$ cat src/rtl/dal_pipe_pkg.sv
// Shared types and helpers for the stage-3 butterfly datapath.
// Saturating helpers back the optional PIPE_STAGE3_SAT_EN build.
package dal_pipe_pkg;

    localparam int WIDTH = 16;
    localparam int PARALLEL_SIZE = 2;

    typedef logic [PARALLEL_SIZE-1:0][WIDTH-1:0] lane_vec_t;

    typedef enum logic [1:0] {
        IDLE,
        RUN,
        DRAIN,
        DONE
    } state_t;

    // MSB of the result flags a clip, low WIDTH bits carry the value
    function automatic logic [WIDTH:0] sat_clip(input logic [WIDTH:0] x);
        logic [WIDTH:0] r;
        if (x[WIDTH] != x[WIDTH-1]) begin
            r = {1'b1, x[WIDTH], {(WIDTH-1){~x[WIDTH]}}};
        end else begin
            r = {1'b0, x[WIDTH-1:0]};
        end
        return r;
    endfunction

    function automatic logic [WIDTH:0] sat_add(
        input logic [WIDTH-1:0] a,
        input logic [WIDTH-1:0] b
    );
        return sat_clip({a[WIDTH-1], a} + {b[WIDTH-1], b});
    endfunction

    function automatic logic [WIDTH:0] sat_sub(
        input logic [WIDTH-1:0] a,
        input logic [WIDTH-1:0] b
    );
        return sat_clip({a[WIDTH-1], a} - {b[WIDTH-1], b});
    endfunction

endpackage

$ cat src/rtl/pipe_stage3_fifo.sv
// Small synchronous FIFO carrying {sum,diff} butterfly results.
// Head is a direct read of the storage slot at the read pointer.
module pipe_stage3_fifo #(
    parameter int DATA_W = 64,
    parameter int DEPTH = 4,
    localparam int AW = $clog2(DEPTH)
) (
    input  logic              clk,
    input  logic              rst,
    input  logic              push,
    input  logic [DATA_W-1:0] push_data,
    input  logic              pop,
    output logic [DATA_W-1:0] head,
    output logic              empty,
    output logic [AW:0]       count
);

    logic [DATA_W-1:0] mem [DEPTH];
    logic [AW-1:0] wr_ptr;
    logic [AW-1:0] rd_ptr;
    logic full;
    logic push_ok;
    logic pop_ok;

    assign full = (32'(count) == 32'(DEPTH));
    assign empty = (count == '0);
    assign pop_ok = pop && !empty;
    assign push_ok = push && (!full || pop);
    assign head = mem[rd_ptr];

    always_ff @(posedge clk or negedge rst) begin
        if (!rst) begin
            wr_ptr <= '0;
            rd_ptr <= '0;
            count <= '0;
            for (int i = 0; i < DEPTH; i++) begin
                mem[i] <= '0;
            end
        end else begin
            if (push_ok) begin
                mem[wr_ptr] <= push_data;
                wr_ptr <= wr_ptr + 1'b1;
            end
            if (pop_ok) begin
                rd_ptr <= rd_ptr + 1'b1;
            end
            if (push_ok && !pop_ok) begin
                count <= count + 1'b1;
            end else if (pop_ok && !push_ok) begin
                count <= count - 1'b1;
            end
        end
    end

endmodule

$ cat src/rtl/pipe_stage3_butterfly.sv
// Stage-3 butterfly: per-lane a+b / a-b, one register stage, output FIFO.
// Define PIPE_STAGE3_SAT_EN for saturating arithmetic and sat_flag_o.
module pipe_stage3_butterfly #(
    parameter int N = 4096,
    parameter int WIDTH = 16,
    parameter int PARALLEL_SIZE = 2,
    parameter int FIFO_DEPTH = 4,
    localparam int BEATS = N / PARALLEL_SIZE,
    localparam int CW = $clog2(BEATS) + 1,
    localparam int LW = PARALLEL_SIZE * WIDTH
) (
    input  logic          clk,
    input  logic          rst,
    input  logic          start_i,
    input  logic [2:0]    stage_i,
    input  logic          in_valid,
    output logic          in_ready,
    input  logic [LW-1:0] operand1_i,
    input  logic [LW-1:0] operand2_i,
    output logic [LW-1:0] sum_o,
    output logic [LW-1:0] diff_o,
    output logic [2:0]    stage_o,
    output logic          out_valid,
    input  logic          out_ready,
    output logic [CW-1:0] beat_cnt_o,
`ifdef PIPE_STAGE3_SAT_EN
    output logic          sat_flag_o,
`endif
    output logic          finished
);

    import dal_pipe_pkg::*;

    localparam int AW = $clog2(FIFO_DEPTH);

    typedef logic [PARALLEL_SIZE-1:0][WIDTH-1:0] lanes_t;

    state_t state;
    state_t state_n;
    lanes_t a;
    lanes_t b;
    lanes_t res_sum;
    lanes_t res_diff;
    lanes_t pipe_sum;
    lanes_t pipe_diff;
    lanes_t head_sum;
    lanes_t head_diff;
    logic [2*LW-1:0] head_data;
    logic [AW:0] fifo_count;
    logic fifo_empty;
    logic pipe_valid;
    logic accept;
    logic last_beat;
    logic start_ok;

    assign a = operand1_i;
    assign b = operand2_i;

    // Reserve a slot for the beat sitting in the pipeline register
    assign in_ready = (state == RUN) &&
        ((32'(fifo_count) + 32'(pipe_valid)) < 32'(FIFO_DEPTH));
    assign accept = in_valid && in_ready;
    assign last_beat = accept && (beat_cnt_o == CW'(BEATS - 1));
    assign start_ok = (state == IDLE) && start_i;
    assign finished = (state == DONE);
    assign out_valid = !fifo_empty;
    assign {head_sum, head_diff} = head_data;
    assign sum_o = head_sum;
    assign diff_o = head_diff;

`ifdef PIPE_STAGE3_SAT_EN
    logic [WIDTH:0] s_ext;
    logic [WIDTH:0] d_ext;
    logic clip_any;

    always_comb begin
        res_sum = '0;
        res_diff = '0;
        s_ext = '0;
        d_ext = '0;
        clip_any = 1'b0;
        for (int i = 0; i < PARALLEL_SIZE; i++) begin
            s_ext = sat_add(a[i], b[i]);
            d_ext = sat_sub(a[i], b[i]);
            res_sum[i] = s_ext[WIDTH-1:0];
            res_diff[i] = d_ext[WIDTH-1:0];
            clip_any = clip_any | s_ext[WIDTH] | d_ext[WIDTH];
        end
    end

    always_ff @(posedge clk or negedge rst) begin
        if (!rst) begin
            sat_flag_o <= 1'b0;
        end else if (start_ok) begin
            sat_flag_o <= 1'b0;
        end else if (accept && clip_any) begin
            sat_flag_o <= 1'b1;
        end
    end
`else
    always_comb begin
        res_sum = '0;
        res_diff = '0;
        for (int i = 0; i < PARALLEL_SIZE; i++) begin
            res_sum[i] = a[i] + b[i];
            res_diff[i] = a[i] - b[i];
        end
    end
`endif

    always_ff @(posedge clk or negedge rst) begin
        if (!rst) begin
            state <= IDLE;
        end else begin
            state <= state_n;
        end
    end

    always_comb begin
        state_n = state;
        unique case (state)
            IDLE: if (start_i) state_n = RUN;
            RUN: if (last_beat) state_n = DRAIN;
            DRAIN: if (!pipe_valid && fifo_empty) state_n = DONE;
            DONE: state_n = IDLE;
            default: state_n = IDLE;
        endcase
    end

    always_ff @(posedge clk or negedge rst) begin
        if (!rst) begin
            stage_o <= '0;
            beat_cnt_o <= '0;
        end else if (start_ok) begin
            stage_o <= stage_i;
            beat_cnt_o <= '0;
        end else if (accept && (beat_cnt_o != CW'(BEATS))) begin
            beat_cnt_o <= beat_cnt_o + 1'b1;
        end
    end

    always_ff @(posedge clk or negedge rst) begin
        if (!rst) begin
            pipe_valid <= 1'b0;
            pipe_sum <= '0;
            pipe_diff <= '0;
        end else begin
            pipe_valid <= accept;
            if (accept) begin
                pipe_sum <= res_sum;
                pipe_diff <= res_diff;
            end
        end
    end

    pipe_stage3_fifo #(
        .DATA_W(2 * LW),
        .DEPTH (FIFO_DEPTH)
    ) u_fifo (
        .clk      (clk),
        .rst      (rst),
        .push     (pipe_valid),
        .push_data({pipe_sum, pipe_diff}),
        .pop      (out_valid && out_ready),
        .head     (head_data),
        .empty    (fifo_empty),
        .count    (fifo_count)
    );

endmodule
$ cat config.mk
export PLATFORM = sky130hd
export DESIGN_NAME = pipe_stage3_butterfly
export DESIGN_NICKNAME = d
export VERILOG_FILES = /design/src/rtl/dal_pipe_pkg.sv /design/src/rtl/pipe_stage3_fifo.sv /design/src/rtl/pipe_stage3_butterfly.sv
export SDC_FILE = /design/constraint.sdc
export NUM_CORES = 1
export LEC_CHECK = 0
export ABC_AREA = 1
export BUFFER_PORTS_ARGS = -buffer_cell sky130_fd_sc_hd__buf_2
export CAP_MARGIN = 20
export CORE_AREA = 3 3 190 192
export DETAILED_ROUTE_END_ITERATION = 12
export DIE_AREA = 0 0 193 195
export PLACE_DENSITY = 0.77
export SETUP_SLACK_MARGIN = 0.1
export SLEW_MARGIN = 5
export SYNTH_ARGS = -nofsm -noshare
export SYNTH_HDL_FRONTEND = slang
export SYNTH_SLANG_ARGS = --single-unit
$ cat constraint.sdc
create_clock -name clk -period 2.06 [get_ports clk]
set_input_delay 0.412 -clock clk [delete_from_list [all_inputs] [get_ports clk]]
set_output_delay 0.412 -clock clk [all_outputs]
set_load 0.1 [all_outputs]
== After elaboration in Yosys (flattened, before gate mapping) ==
Cells that the tools add are included.
W data, S select, Z words.

* Magnitude comparators: 4
* $add $sub $neg: 10
* Bitwise operators: 2
* Equality and inequality tests: 9
* Multiplexer cells: 14
* Reduce and logical (&&, ||, !) cells: 23

{| class="wikitable"
|+ Operator list
! operator !! count
|-
| $bwmux W256 || 1
|-
| $mux W64 || 3
|-
| $bmux W64 S2 || 1
|-
| $demux W64 S2 || 1
|-
| $add A16 B16 Y16 || 2
|-
| $sub A16 B16 Y16 || 2
|-
| $mux W12 || 2
|-
| $add A12 B1 Y12 const B || 1
|-
| $eq A12 B11 Y1 const B || 1
|-
| $logic_and A1 B1 Y1 || 12
|-
| $ne A12 B12 Y1 const B || 1
|-
| $pmux W2 S4 || 1
|-
| $ge A3 B3 Y1 const B || 2
|-
| $mux W2 || 3
|-
| $mux W3 || 2
|-
| $ne A2 B2 Y1 const B || 3
|-
| $not A2 Y3 || 2
|-
| $logic_not A1 Y1 || 5
|-
| $add A2 B1 Y2 const B || 2
|-
| $add A3 B1 Y4 || 1
|-
| $eq A2 B2 Y1 const B || 2
|-
| $lt A4 B3 Y1 const B || 1
|-
| $reduce_bool A2 Y1 || 2
|-
| $add A3 B1 Y3 const B || 1
|-
| 8 further kinds || 8
|}

* Word-level logic and storage cells: 77
* Bits in registers: 345
* Output and inout bits: 82
* Input bits: 72

== Longest topological paths before layout ==
Gate-level depths: netlist of run 1.

* Depth after elaboration: 9
* Depth in mapped cells: 13
* Gate-level depth less buffers: 12

== By module ==
Synthesis of run 1 repeated with hierarchy kept, for this count alone.

* Cell total of the unflattened synthesis: 2,637
* Area total of the unflattened synthesis: 19,837.8 um^2

{| class="wikitable"
|+ By module, submodules not included
! module !! sequential area each (um^2) !! times used !! area an instance (um^2) !! cells an instance
|-
| pipe_stage3_fifo || 6,581.3 || 1 || 12,839.8 || 1,550
|-
| pipe_stage3_butterfly || 2,001.9 || 1 || 6,998.0 || 1,087
|}

== Worst setup path after synthesis of run 1 ==
Ideal clock, no wire load.

* Kind: register to output
* Start: register u_fifo.rd_ptr[0]
* End: output sum_o[0]
* Stages on the path, launching flop included: 8
* Path buffers: 4
* Path slack: -1,551 ps
* Arrival time: 3,199 ps
* Required time: 1,648 ps
* Cells stage by stage: dfrtp_1 -> buf_2 -> clkinv_1 -> clkbuf_1 -> clkbuf_1 -> nor2_1 -> o22ai_1 -> buf_4

* Cells in the longest elaborated chain, start to end: 4

{| class="wikitable"
|+ Ends and longest elaborated chain
! item !! line !! text
|-
| start: declaration || pipe_stage3_fifo.sv:20 || <nowiki>logic [AW-1:0] rd_ptr;</nowiki>
|-
| start signal: assignment || pipe_stage3_fifo.sv:45 || <nowiki>rd_ptr <= rd_ptr + 1'b1;</nowiki>
|-
| $not A2 Y3 (implied by the code) || pipe_stage3_fifo.sv:29 || <nowiki>assign head = mem[rd_ptr];</nowiki>
|-
| $bmux W64 S2 || pipe_stage3_fifo.sv:29 ||
|-
| $mux W64 (implied by the code) (2 in series) || pipe_stage3_fifo.sv:29 ||
|-
| end: declaration || pipe_stage3_butterfly.sv:20 || <nowiki>output logic [LW-1:0] sum_o,</nowiki>
|}

Every way passes these cells. The select of a mux whose other input is x is not followed.

== Final worst setup path of run 1 ==
* Start: register u_fifo.rd_ptr[0]
* End: output sum_o[13]

Same word-level chain as after synthesis.

==> results of run 1 <==
==> worst max-delay path, delay by kind of cell, from the launching register on <==
kind	cells	cell delay [ns]
buf+inv	3	0.67
flops	1	0.55
compound gates	2	0.29
==> state kept, by name, indices dropped and copies added, names as in the netlist <==
name           cells
state              2
pipe_sum          32
u_fifo.rd_ptr      2
pipe_valid         1
u_fifo.mem       248
stage_o            3
beat_cnt_o        12
pipe_diff         30
u_fifo.wr_ptr      2
u_fifo.count       3
==> Yosys cell counts (2+ instances only) <==
master | instances | share of area, %
sky130_fd_sc_hd__nand2_1 | 877 | 17
sky130_fd_sc_hd__dfrtp_1 | 335 | 44
sky130_fd_sc_hd__o21ai_0 | 303 | 8.0
sky130_fd_sc_hd__nor2_1 | 189 | 3.8
sky130_fd_sc_hd__inv_1 | 183 | 3.6
sky130_fd_sc_hd__o21ai_1 | 122 | 3.2
sky130_fd_sc_hd__nand3_1 | 107 | 2.8
sky130_fd_sc_hd__clkbuf_1 | 91 | 1.8
sky130_fd_sc_hd__ha_1 | 72 | 4.8
sky130_fd_sc_hd__o22ai_1 | 62 | 2.1
sky130_fd_sc_hd__a21oi_1 | 45 | 1.2
sky130_fd_sc_hd__buf_2 | 29 | 0.77
sky130_fd_sc_hd__xor2_1 | 25 | 1.2
sky130_fd_sc_hd__buf_6 | 23 | 1.4
sky130_fd_sc_hd__nand4_1 | 14 | 0.46
sky130_fd_sc_hd__nor3_1 | 11 | 0.29
sky130_fd_sc_hd__and2_1 | 7 | 0.23
sky130_fd_sc_hd__o21bai_1 | 7 | 0.28
sky130_fd_sc_hd__clkinv_1 | 5 | 0.10
sky130_fd_sc_hd__fa_1 | 5 | 0.53
sky130_fd_sc_hd__nor2_4 | 5 | 0.30
sky130_fd_sc_hd__nand3b_1 | 4 | 0.16
sky130_fd_sc_hd__or2_2 | 4 | 0.13
sky130_fd_sc_hd__buf_4 | 3 | 0.12
sky130_fd_sc_hd__buf_1 | 2 | 0.040
sky130_fd_sc_hd__buf_8 | 2 | 0.16
sky130_fd_sc_hd__xnor2_1 | 2 | 0.093
==> kinds of logic after synthesis <==
logic type | after synthesis | synth area share, %
AOI/OAI and AO/OA | 543 | 15.0
xor gates and xnor gates | 27 | 1.25
adders and majority gates | 77 | 5.31
buffers and inverters | 340 | 8.13
DFF | 335 | 44.5
muxes | 1 | 0.0597
and+or+nand+nor | 1221 | 25.8
==> what timing repair did <==
item	4_1_cts	5_1_grt
setup endpoints to repair	204	182
endpoints found under the hold margin	22	0
pin swaps	5	6
hold buffers	1	0
resized for setup	113	201
cloned	3	15
setup buffers	8	3
==> metal layers <==
layer	share of wire [%]	vias to the layer above
met3	9.8	216
met4	4.3	0
met1	39	8985
met2	47	1119
li1	-	8567
met5	0	-
==> through the flow <==
step	area (sq um)	TNS (ns)	hold WS, ns	cells
after floorplan	19800	-0.400	0.116	2544
after global placement	22500	-0.139	0.306	3118
after detailed placement	22500	-1.98	0.300	3118
after CTS	23900	-18.65	0.0824	3190
after global routing	24800	-21.71	0.0995	3208
final	24800	-20.04	0.0945	3208
==> final cells by class <==
cell class | instances | area (sq um)
clock buffers | 49 | 1040
clock inverters | 11 | 124
fillers | 2552 | 9790
inverters | 190 | 743
multi-input cells | 1870 | 10400
flip-flops and latches | 335 | 8410
well taps | 455 | 569
repair buffers | 297 | 3510
repair inverters | 1 | 8.76
==> worst paths after layout <==
path                                                   start                           to  slack (ns)  cells past startpoint
min in group asynchronous                                rst  u_fifo.mem[166]$_DFFE_PN0P_        0.34                      2
worst max-delay path            u_fifo.rd_ptr[0]$_DFFE_PN0P_                    sum_o[13]       -0.38                      5
worst min register to register    u_fifo.mem[65]$_DFFE_PN0P_   u_fifo.mem[65]$_DFFE_PN0P_        0.48                      2
worst max register to register   u_fifo.count[1]$_DFFE_PN0P_  u_fifo.count[1]$_DFFE_PN0P_        0.04                      9
max in group asynchronous                                rst  u_fifo.mem[187]$_DFFE_PN0P_        1.01                      3
worst min-delay path                              stage_i[0]       stage_o[0]$_DFFE_PN0P_        0.09                      3
==> layout by cell type, fill, tap and decap left out, drive strengths merged <==
master,instances
a21o,1
a21oi,45
a2bb2oi,1
and2,7
buf,287
bufinv,2
clkbuf,58
clkinv,12
dfrtp,335
dlygate4sd3,1
fa,5
ha,72
inv,188
mux2,1
nand2,879
nand3,107
nand3b,4
nand4,14
nor2,195
nor3,11
nor4,1
o21ai,425
o21bai,7
o22a,1
o22ai,62
o31ai,1
or2,4
xnor2,2
xor2,25
==> metrics.log, run 1 <==
INFO  metric final.period_utilization = 118%
INFO  metric clock_skew = 0.0242 ns
INFO  metric setup.worst_path.end_class = output pin
INFO  metric synth_async_reset_ratio = 100%
INFO  metric initial_utilization = 54.6%
INFO  metric post_route_cells_drive_above_1_share = 21.6%
INFO  metric tritoncts_num_sinks = 335
INFO  metric max-clock-path-buffers = 3
INFO  metric die_area = 0.0376 sq mm
INFO  metric grt_first_pass_wirelength = 95,000 um
INFO  metric grt_antenna_before_repair = 0
INFO  metric layout.core_utilization = 71.7%
INFO  metric data_arrival_critical_path = 2.03 ns
INFO  metric cp-start-kind = flop
INFO  metric grt_usage = 31.4%
INFO  metric worst_setup_hold_path_clk_slew = 0.06 ns
INFO  metric dr.first_iter.drc_count = 2,209
INFO  metric use_met3 = 5.40%
INFO  metric seq_area_frac_synth = 44.5%
INFO  metric floorplan.core_area = 0.0345 sq mm
INFO  metric number_of_flops_mapped_to_enable_cells_by_yosys = 0
INFO  metric cpPeakStageDelay = 0.55 ns
INFO  metric synth_area_per_cell = 7.41 sq um
INFO  metric worstHoldPathType = primary input to flop
INFO  metric timing.max_cap.violations = 0
INFO  metric yosys_warnings = 0
INFO  metric worst_slew_margin_rel = 55.9%
INFO  metric final_routed_drc_violation_total = 0
INFO  metric place.gp.congestion = 0.929
INFO  metric failed_checks = negative setup slack
INFO  metric setup_viol = 64
INFO  metric timing.critical_path.cells = buf_4, clkbuf_16, o21ai_4, o22ai_4, buf_12
INFO  metric slowest_stage = sky130_fd_sc_hd__dfrtp_4
INFO  metric timing_hold_violations_final = 0
INFO  metric routed_via_density = 5.89
INFO  metric grt_pass1_vias = 18.1k
INFO  metric synthesis.nets = 2,693
INFO  metric row_count = 68
INFO  metric nets = 2,880
INFO  metric place.port_buffers = 153
INFO  metric antenna_violating_nets_post_route = 0
INFO  metric synthToLayoutAreaGrowth = 31.3%
INFO  metric dp_worst_slack = -0.117 ns
INFO  metric io-pin-count = 154
INFO  metric postRouteWirelength = 63,900 um
INFO  metric netlist_area = 0.0188 sq mm
INFO  metric overflow = 0
INFO  metric grt_util_met2 = 49.7%
INFO  metric synthFlopType = sky130_fd_sc_hd__dfrtp_1
INFO  metric route.detailed.wl_per_inst = 19.9 um
INFO  metric grt_max_degree = 65
INFO  metric clk_root_buffer_cell = sky130_fd_sc_hd__clkbuf_16
INFO  metric die_width = 193 um
INFO  metric cts_buffers = 36
INFO  metric postSynthRegisterBits = 335
INFO  metric dp_hpwl = 38,700 um
INFO  metric clock_latency = 0.53 ns
INFO  metric maximum_clock_frequency = 410 MHz
INFO  metric top_fanout_value_on_the_critical_path = 7
INFO  metric drv_slew = 0
INFO  metric worst_ep_required_time = 1.65 ns
INFO  metric setup_slack = -0.379 ns
INFO  metric min_period = 2.44 ns
INFO  metric result_of_the_run = finished, violations left
INFO  metric antenna_cells_inserted = 0
INFO  metric grt_busiest_layer = met2
INFO  metric drt_first_pass_iters = 5
INFO  metric clock_tree_from_tritoncts = done
INFO  metric grt_setup_unrepaired = yes
INFO  metric overall_via_count_from_detail_route = 18.9k
INFO  metric worst-slew-pin-transition = 0.662 ns
INFO  metric chipHeight = 195 um
INFO  metric synthesized_netlist_cell_count = 2,544
INFO  metric ys_types = 37
INFO  metric clock_tree.htree_level_count = 2
INFO  metric timing.setup.critical_path_class = flop to output pin
INFO  metric grt_use_met1 = 43.2%
Power of run 1 is left out: the tool's default activity adds up to more than one toggle a clock period on the data nets, which glitch-free logic cannot reach.
==> run 2: changes to the inputs <==
--- a/config.mk
+++ b/config.mk
@@ -8,12 +8,13 @@
 export ABC_AREA = 1
 export BUFFER_PORTS_ARGS = -buffer_cell sky130_fd_sc_hd__buf_2
 export CAP_MARGIN = 20
-export CORE_AREA = 3 3 190 192
+export CORE_AREA = 3 3 194 196
 export DETAILED_ROUTE_END_ITERATION = 12
-export DIE_AREA = 0 0 193 195
-export PLACE_DENSITY = 0.77
+export DIE_AREA = 0 0 197 199
+export PLACE_DENSITY = 0.78
 export SETUP_SLACK_MARGIN = 0.1
 export SLEW_MARGIN = 5
 export SYNTH_ARGS = -nofsm -noshare
 export SYNTH_HDL_FRONTEND = slang
+export SYNTH_HIERARCHICAL = 1
 export SYNTH_SLANG_ARGS = --single-unit
==> metrics.log, run 2 <==
INFO  metric timing_hold_violations_final = 0
INFO  metric result_of_the_run = finished, violations left
INFO  metric dr.first_iter.drc_count = 2,357
INFO  metric synth_top_cells_by_count = 916 x sky130_fd_sc_hd__nand2_1, 343 x sky130_fd_sc_hd__dfrtp_1, 270 x sky130_fd_sc_hd__nand4_1
INFO  metric layout.core_utilization = 70.6%
INFO  metric antenna_violating_nets_post_route = 0
INFO  metric worst_setup_hold_path_clk_slew = 0.06 ns
INFO  metric final_routed_drc_violation_total = 0
INFO  metric grt_antenna_before_repair = 0
INFO  metric synth.largest_area_cell = sky130_fd_sc_hd__dfrtp_1
INFO  metric biggestRegsByFlops = u_fifo/mem x256, pipe_diff x31, pipe_sum x31
INFO  metric overflow = 0
INFO  metric post_route_cells_drive_above_1_share = 21.9%
INFO  metric layout_commonest_cell = sky130_fd_sc_hd__nand2_1
INFO  metric io-pin-count = 154
INFO  metric maximum_clock_frequency = 407 MHz
INFO  metric total_power = 51.1 mW
INFO  metric die_area = 0.0392 sq mm
INFO  metric grt_usage = 33.5%
INFO  metric seq_area_frac_synth = 43.3%
INFO  metric yosys-top-cells-area = sky130_fd_sc_hd__dfrtp_1 43%, sky130_fd_sc_hd__nand2_1 17%, sky130_fd_sc_hd__nand4_1 8.5%
INFO  metric clock_tree.htree_level_count = 2
INFO  metric timing.setup.critical_path_class = flop to output pin
INFO  metric yosysMostFrequentCell = sky130_fd_sc_hd__nand2_1
INFO  metric p_leak = 13.0 nW
INFO  metric post_route_setup_tns = -21.81 ns
INFO  metric netlist_area = 0.0198 sq mm
INFO  metric postSynthRegisterBits = 343
INFO  metric clock_tree_from_tritoncts = done
INFO  metric failed_checks = negative setup slack
INFO  metric filler_cell_count = 2,734
INFO  metric clock_skew = 0.0360 ns
INFO  metric grt_setup_unrepaired = yes
INFO  metric yosys_warnings = 6
INFO  metric timing.max_cap.violations = 0
INFO  metric antenna_cells_inserted = 0
INFO  metric setup_viol = 64
INFO  metric placed_cells_incl_taps = 3,179
INFO  metric min_period = 2.46 ns
INFO  metric row_count = 70
INFO  metric detailed_place.area = 0.0232 sq mm
INFO  metric floorplan.core_area = 0.0363 sq mm
INFO  metric overall_via_count_from_detail_route = 19.9k
INFO  metric synthToLayoutAreaGrowth = 29.0%
INFO  metric grt_pass1_vias = 19.3k
INFO  metric cp-start-kind = flop
INFO  metric post_layout_nonfiller_instances = 3,267
INFO  metric clock_latency = 0.56 ns
INFO  metric synth_area_per_cell = 7.52 sq um
INFO  metric place.port_buffers = 153
INFO  metric holdWs = 0.0769 ns
INFO  metric place.gp.congestion = 0.926
INFO  metric chipHeight = 199 um
INFO  metric setup.worst_path.end_class = output pin
INFO  metric setup_slack_of_the_most_critical_reg_to_reg_path = 0.11 ns
INFO  metric grt_max_degree = 155
INFO  metric routed_via_density = 6.10
INFO  metric worst_ep_required_time = 1.65 ns
INFO  metric grt_first_pass_wirelength = 105,000 um
INFO  metric clk_root_buffer_cell = sky130_fd_sc_hd__clkbuf_16
INFO  metric final_cell_mix = 915 x sky130_fd_sc_hd__nand2_1, 335 x sky130_fd_sc_hd__dfrtp_1, 270 x sky130_fd_sc_hd__nand4_1, 151 x sky130_fd_sc_hd__inv_1, 123 x sky130_fd_sc_hd__nor2_1
INFO  metric data_arrival_critical_path = 2.05 ns
INFO  metric postRouteWirelength = 67,700 um
INFO  metric die_width = 197 um
INFO  metric synth_async_reset_ratio = 100%
INFO  metric route.detailed.wl_per_inst = 20.7 um
INFO  metric largest_register_ffs = 256
INFO  metric max-clock-path-buffers = 3
INFO  metric setup_slack = -0.399 ns
INFO  metric initial_utilization = 54.7%
INFO  metric layout.cell_area.non_filler = 0.0256 sq mm
INFO  metric slowest_stage = sky130_fd_sc_hd__dfrtp_4
INFO  metric cpPeakStageDelay = 0.58 ns
INFO  metric drv_slew = 0
INFO  metric worst_slew_margin_rel = 49.3%
INFO  metric drt_first_pass_iters = 6
INFO  metric synthesis.nets = 2,786
INFO  metric number_of_flops_mapped_to_enable_cells_by_yosys = 0
INFO  metric worstHoldPathType = primary input to flop
INFO  metric synthFlopType = sky130_fd_sc_hd__dfrtp_1
INFO  metric ys_types = 42
INFO  metric cts_buffers = 38
INFO  metric nets = 2,919
INFO  metric peakVddDrop = 0.00153 V
INFO  metric netlist.area_leader.share = 43.3%
INFO  metric top_fanout_value_on_the_critical_path = 22
INFO  metric power-per-cell-area = 2000 mW/mm^2
INFO  metric largest_register = u_fifo/mem
INFO  metric critical_path.most_common_cell = sky130_fd_sc_hd__buf_12
INFO  metric dp_hpwl = 41,700 um
INFO  metric timing.critical_path.cells = clkinv_8, buf_12, nor2_1, o22ai_4, buf_12
INFO  metric tritoncts_num_sinks = 343
INFO  metric worst-slew-pin-transition = 0.760 ns
INFO  metric synthesized_netlist_cell_count = 2,637
INFO  metric dp_worst_slack = -0.128 ns
INFO  metric final.period_utilization = 119%
run 2: path summary, 6_finish.rpt:
kind / start / end / depth (start not counted)
worst min register to register: u_fifo/mem[52]$_DFFE_PN0P_ / u_fifo/mem[52]$_DFFE_PN0P_ / 2
worst max-delay path: u_fifo/rd_ptr[0]$_DFFE_PN0P_ / sum_o[14] / 5
worst max register to register: u_fifo/count[1]$_DFFE_PN0P_ / u_fifo/count[2]$_DFFE_PN0P_ / 15
worst min-delay path: stage_i[1] / stage_o[1]$_DFFE_PN0P_ / 3
min in group asynchronous: rst / u_fifo/mem[145]$_DFFE_PN0P_ / 2
max in group asynchronous: rst / u_fifo/mem[148]$_DFFE_PN0P_ / 3
run 2: critical path: cells and delay by family, from the launching register on:
kind            cells  cell delay (ns)
compound gates      1             0.25
flops               1             0.58
simple gates        1             0.10
buf+inv             3             0.57
run 2: metal layers:
metal / part of all wire, % / GRT usage [%] / up-vias
li1: - / - / 9007
met1: 39 / 44.1 / 9502
met2: 46 / 53.8 / 1172
met3: 10 / 6.94 / 258
met4: 4.6 / 15.3 / 0
met5: 0 / 0 / -
run 2: cells by family after synthesis:
| kind of cell | count (synthesis) | synth area share [%] |
|---|---|---|
| AND/OR/NAND/NOR | 1522 | 33.7 |
| buffers and inverters | 373 | 8.77 |
| flip-flops | 343 | 43.3 |
| AO/OA/AOI/OAI | 295 | 8.04 |
| adder cells (fa/ha/maj) | 77 | 5.05 |
| XOR/XNOR | 27 | 1.19 |
run 2: cell type report:
cell class                 instances  area, sq um  area share (%)
sequential                       343         8600            33.6
tap                              468          586            2.29
inverter                         193          747            2.92
timing repair buffer             273         3270            12.8
clock buffer                      50         1040            4.05
multi-input combinational       1921        11000            42.9
clock inverter                    19          368            1.44
run 2: power breakdown:
part           total (mW)  switching [mW]  leakage (nW)  internal, mW
combinational        31.0            20.5          7.79          10.5
sequential           12.4            2.93          4.54          9.46
clock                7.63            2.92         0.686          4.71
total                51.1            26.3          13.0          24.7
run 2: repair_timing:
action                                  CTS  global route
pin swaps                                 1             9
cloned                                    7             4
hold endpoints to repair                 31             0
gates resized for setup                 209            69
endpoints found under the setup margin   77           202
hold buffers                              1             0
buffers inserted                          2             5
(Power assumes the default switching activity.)
